**config.mk**
```make
export PLATFORM = sky130hd
export DESIGN_NAME = alu_wide
export DESIGN_NICKNAME = d
export VERILOG_FILES = /design/src/rtl/alu_wide.sv
export SDC_FILE = /design/constraint.sdc
export NUM_CORES = 1
export LEC_CHECK = 0
export ABC_AREA = 1
export BUFFER_PORTS_ARGS = -buffer_cell sky130_fd_sc_hd__buf_2
export CORE_UTILIZATION = 45
export CTS_CLUSTER_SIZE = 25
export DETAILED_ROUTE_END_ITERATION = 8
export SYNTH_ARGS = -nofsm -noshare
export SYNTH_HDL_FRONTEND = slang
export SYNTH_SLANG_ARGS = --single-unit
export TNS_END_PERCENT = 10
```
**constraint.sdc**
```tcl
create_clock -name clk -period 7.08 [get_ports clk]
set_input_delay 0.354 -clock clk [delete_from_list [all_inputs] [get_ports clk]]
set_output_delay 0.354 -clock clk [all_outputs]
set_load 0.05 [all_outputs]
```
**src/rtl/alu_wide.sv**
```systemverilog
// Multi-cycle wide ALU: processes one 8-bit slice per clock, chaining carry or
// shifted-out bits between slices, and publishes result and flags together on done.
module alu_wide #(
    parameter int WIDTH = 16
) (
    input  logic             clk,
    input  logic             rst,
    input  logic             start,
    input  logic [2:0]       op,
    input  logic             inv_b,
    input  logic [WIDTH-1:0] a_in,
    input  logic [WIDTH-1:0] b_in,
    input  logic             carry_in,
    output logic             busy,
    output logic             done,
    output logic [WIDTH-1:0] result,
    output logic             carry_out,
    output logic             overflow_out,
    output logic             zero_out,
    output logic             neg_out,
    output logic [1:0]       dbg_state
);

    localparam int SLICES = WIDTH / 8;

    localparam logic [2:0] OP_SUM = 3'd0;
    localparam logic [2:0] OP_AND = 3'd1;
    localparam logic [2:0] OP_EOR = 3'd2;
    localparam logic [2:0] OP_OR  = 3'd3;
    localparam logic [2:0] OP_SR  = 3'd4;
    localparam logic [2:0] OP_ROR = 3'd5;

    typedef enum logic [1:0] {
        IDLE   = 2'd0,
        RUN    = 2'd1,
        FINISH = 2'd2
    } state_t;

    state_t state, state_next;

    logic [2:0]       op_r;
    logic             inv_r;
    logic [WIDTH-1:0] a_r;
    logic [WIDTH-1:0] b_r;
    logic             cin_r;
    logic [2:0]       cnt;
    logic             chain_r;
    logic [WIDTH-1:0] acc_r;

    logic             last_slice;
    logic             msb_first;
    logic [2:0]       slice_idx;
    logic [5:0]       slice_sh;
    logic [WIDTH-1:0] b_eff;
    logic [WIDTH-1:0] a_shift;
    logic [WIDTH-1:0] b_shift;
    logic [7:0]       a_sl;
    logic [7:0]       b_sl;
    logic [8:0]       sum9;
    logic [7:0]       slice_out;
    logic             chain_next;
    logic [WIDTH-1:0] acc_next;
    logic             fin_carry;
    logic             fin_ovf;

    // Handshake: a request is taken on any rising edge where start=1 and busy=0;
    // busy stays high until the done cycle, during which a new start is accepted.
    always_comb begin
        state_next = state;
        busy       = 1'b0;
        case (state)
            IDLE:    if (start) state_next = RUN;
            RUN: begin
                busy = 1'b1;
                if (last_slice) state_next = FINISH;
            end
            FINISH: begin
                busy       = 1'b1;
                state_next = IDLE;
            end
            default: state_next = IDLE;
        endcase
    end

    assign dbg_state  = state;
    assign last_slice = (cnt == 3'(SLICES - 1));

    // Shifts walk from the top slice down so the shifted-out bit feeds the next lower slice.
    assign msb_first = (op_r == OP_SR) || (op_r == OP_ROR);
    assign slice_idx = msb_first ? (3'(SLICES - 1) - cnt) : cnt;
    assign slice_sh  = {slice_idx, 3'b000};
    assign b_eff     = inv_r ? ~b_r : b_r;
    assign a_shift   = a_r >> slice_sh;
    assign b_shift   = b_eff >> slice_sh;
    assign a_sl      = a_shift[7:0];
    assign b_sl      = b_shift[7:0];
    assign sum9      = {1'b0, a_sl} + {1'b0, b_sl} + {8'd0, chain_r};

    always_comb begin
        slice_out  = 8'd0;
        chain_next = chain_r;
        case (op_r)
            OP_SUM: begin
                slice_out  = sum9[7:0];
                chain_next = sum9[8];
            end
            OP_AND: slice_out = a_sl & b_sl;
            OP_EOR: slice_out = a_sl ^ b_sl;
            OP_OR:  slice_out = a_sl | b_sl;
            OP_SR, OP_ROR: begin
                slice_out  = {chain_r, a_sl[7:1]};
                chain_next = a_sl[0];
            end
            default: slice_out = 8'd0;
        endcase
    end

    assign acc_next = (acc_r & ~(WIDTH'(8'hFF) << slice_sh)) | (WIDTH'(slice_out) << slice_sh);

    always_comb begin
        fin_carry = cin_r;
        fin_ovf   = 1'b0;
        case (op_r)
            OP_SUM: begin
                fin_carry = chain_r;
                fin_ovf   = (a_r[WIDTH-1] == b_eff[WIDTH-1]) && (acc_r[WIDTH-1] != a_r[WIDTH-1]);
            end
            OP_SR, OP_ROR: fin_carry = chain_r;
            default: fin_carry = cin_r;
        endcase
    end

    always_ff @(posedge clk or posedge rst) begin
        if (rst) begin
            state        <= IDLE;
            op_r         <= 3'd0;
            inv_r        <= 1'b0;
            a_r          <= '0;
            b_r          <= '0;
            cin_r        <= 1'b0;
            cnt          <= 3'd0;
            chain_r      <= 1'b0;
            acc_r        <= '0;
            done         <= 1'b0;
            result       <= '0;
            carry_out    <= 1'b0;
            overflow_out <= 1'b0;
            zero_out     <= 1'b1;
            neg_out      <= 1'b0;
        end else begin
            state <= state_next;
            done  <= 1'b0;
            case (state)
                IDLE: begin
                    if (start) begin
                        op_r    <= op;
                        inv_r   <= inv_b;
                        a_r     <= a_in;
                        b_r     <= b_in;
                        cin_r   <= carry_in;
                        cnt     <= 3'd0;
                        acc_r   <= '0;
                        chain_r <= (op == OP_SR) ? 1'b0 : carry_in;
                    end
                end
                RUN: begin
                    acc_r   <= acc_next;
                    chain_r <= chain_next;
                    cnt     <= cnt + 3'd1;
                end
                FINISH: begin
                    done         <= 1'b1;
                    result       <= acc_r;
                    carry_out    <= fin_carry;
                    overflow_out <= fin_ovf;
                    zero_out     <= (acc_r == '0);
                    neg_out      <= acc_r[WIDTH-1];
                end
                default: ;
            endcase
        end
    end

endmodule

```
==> flow_metrics.tcl <==
set metrics [dict create \
    status "finished, final reports clean" \
    via_count 4149 \
    fin_skew_ps 11.21 \
    synthTopCellsByArea "dfrtp_1 42%, nand2_1 17%, inv_1 5.7%" \
    portBuffers 63 \
    routed_wl_um 11730 \
    via_per_inst 5.054 \
    async_flop_share_pct 100.0 \
    synth_common_cells "215 x nand2_1, 78 x dfrtp_1, 71 x inv_1" \
    ys_seq_elements 79 \
    yosysSeqAreaShare_pct 42.13 \
    cp_cell_sequence "clkinv_1 > ha_1 > nand3_2 > nand2_2 > nor3_4 > inv_2 > o21a_1 > fa_1 > inv_1 > fa_1 > a211oi_1 > nand3_1 > nand2_1 > nand2_1" \
    hold_viol 0 \
    path_clk_slew_ps 90 \
    synth_ff_type "dfrtp_1" \
    post-route-period-util_pct 60.65 \
    synth_edf_count 0 \
    synth_fp_nets 690 \
    firstDrtPassIters 5 \
    slew_viol_final 0 \
    endpoint_kind "flip-flop" \
    ys_warn_count 0 \
    fmax_mhz 232.9 \
    setup-tns-final_ps 0 \
    insertedDiodeCount 0 \
    slowest_delay_ps 480 \
    wl_per_cell_um 14.28 \
    netlist_area_um2 4696 \
    root_buffer "clkbuf_8" \
    grt_pass1_wl_um 19670 \
    grt_pass1_vias 3913 \
    rows 36 \
    path_max_fanout 19 \
    numCtsBuffers 9 \
    period_needed_ps 4294 \
    grt_max_degree 80 \
    grt_use_total_pct 23.23 \
    ctsResizeCount 0 \
    gp_congestion 0.8479 \
    die-area_um2 10850 \
    drive_gt1_share_pct 15.12 \
    ios 64 \
    start_util_pct 47.17 \
    detailedPlacementHpwl_um 8844 \
    fin_nets 747 \
    core_um2 9955 \
    postCtsSetupBuffers 0 \
    required_ps 7330 \
    cts-htree-levels 3 \
    postRouteAntennaNets 0 \
    area_growth_pct 12.76 \
    cts_tree "yes" \
    dr.first_iter.drc_count 201 \
    overflow 0 \
    synth.distinct_cells 34 \
    critPathTopFamily "adder cells" \
    critPathLaunchType "flip-flop" \
    worst-path-buf-inv 3 \
    maxCapViolCount 0 \
    setup_viol 0 \
    avgSynthCellArea_um2 7.489 \
    route.detailed.drc 0 \
    cts_buffer_depth 2 \
    synth_top_area_cell "dfrtp_1" \
    hp-class "in -> reg" \
    fp.dieH_um 104.2 \
    fillers 1025 \
    worst-setup-path-type "reg -> reg" \
    clk_latency_ps 360 \
    rsz0062_at_grt "false" \
    postSynthCellCount 627 \
    synth.most_common_cell "nand2_1" \
    antenna_found_initial 0 \
    worst_slew_pin_slew_ps 986.9 \
    cp_slowest_cell "dfrtp_1" \
    worstPathArrival_ps 4550 \
    ctsHoldBuffers 0 \
    clock_sink_count 79 \
    die_w_um 104.2 \
    synth_top_area_share_pct 41.57 \
    relSlewSlack_pct 34.21 \
]
[final cells by class]
class	instances	area, um^2	share of cell area, %
Timing Repair Buffer	67	345.3	6.522
Inverter	80	300.3	5.671
Clock buffer	12	145.1	2.741
Tap cell	133	166.4	3.143
Clock inverter	3	43.79	0.8270
Multi-Input combinational cell	447	2316	43.74
Sequential cell	79	1978	37.36
[worst register-to-register path, cell delays in order (launching register included)]
cell and delay, ps:
dfrtp_1 480, clkinv_1 440, ha_1 460, nand3_2 180, nand2_2 200, nor3_4 430, inv_2 240, o21a_1 270
fa_1 370, inv_1 110, fa_1 420, a211oi_1 340, nand3_1 140, nand2_1 80, nand2_1 40
[flip-flops by register name, indices dropped and copies added, names as in the netlist]
name	count
overflow_out	1
b_r	16
dbg_state	2
chain_r	1
zero_out	1
cnt	3
acc_r	16
done	1
op_r	3
inv_r	1
result	16
a_r	16
carry_out	1
cin_r	1
[cells in the final DEF, fill, tap and decap left out]
cell type and instances:
nand3_2 1, a21oi_2 3, inv_1 70, clkbuf_8 10, a211oi_1 1, nor3_4 2, dfrtp_1 78, o22ai_1 9
xnor2_1 8, nor3_1 2, o21a_1 4, inv_2 8, o21ai_1 1, o21ai_0 51, xor2_1 8, clkinv_1 2
ha_1 21, clkbuf_1 2, a21oi_1 20, nor2_1 21, buf_2 63, nor4_1 4, nor2_4 1, a21boi_0 1
nand2_2 5, dfstp_2 1, clkinv_2 1, or2_2 1, nand2_1 215, clkinv_4 1, bufinv_16 1, fa_1 2
nand4_1 18, o21a_4 2, buf_4 4, nand3_1 46
[worst paths after layout]
kind | slack (ps) | endpoint | cells past startpoint | startpoint
max reg2reg | 2790 | acc_r[1] | 14 | cnt[1]
min | 180 | b_r[11] | 3 | b_in[11]
min reg2reg | 480 | result[1] | 2 | result[1]
min in group asynchronous | 300 | result[13] | 3 | rst
max | 2790 | acc_r[1] | 14 | cnt[1]
max in group asynchronous | 6140 | b_r[6] | 3 | rst
[cells by family after synthesis]
logic type	count (synthesis)	synth area share (%)
and+or+nand+nor	316	28.86
xor gates and xnor gates	16	2.984
AOI/OAI and AO/OA	92	11.03
adders and majority gates	23	6.448
DFF	79	42.13
buffers and inverters	101	8.553
[per-layer routing]
layer  wire, um  vias to the layer above  track usage [%]
li1           -                     2116                -
met1       5643                     1894            30.75
met2       5202                      108            36.38
met3        466                       31            5.388
met4        415                        0            10.00
met5          0                        -                0
[metrics by stage]
step | area [um^2] | util [%] | setup slack (ps) | hold WS (ps) | cells
6_report | 5295 | 53.19 | 2786 | 181.3 | 821
5_1_grt | 5295 | 53.19 | 2428 | 175.8 | 821
3_3_place_gp | 5106 | 51.29 | 2940 | 460.3 | 806
3_5_place_dp | 5106 | 51.29 | 2805 | 467.7 | 806
4_1_cts | 5295 | 53.19 | 2787 | 166.8 | 821
2_1_floorplan | 4696 | - | 3546 | 447.9 | 627
Power is not shown: default switching activity piles up to over one toggle a cycle in this logic, so the estimate is an artifact.
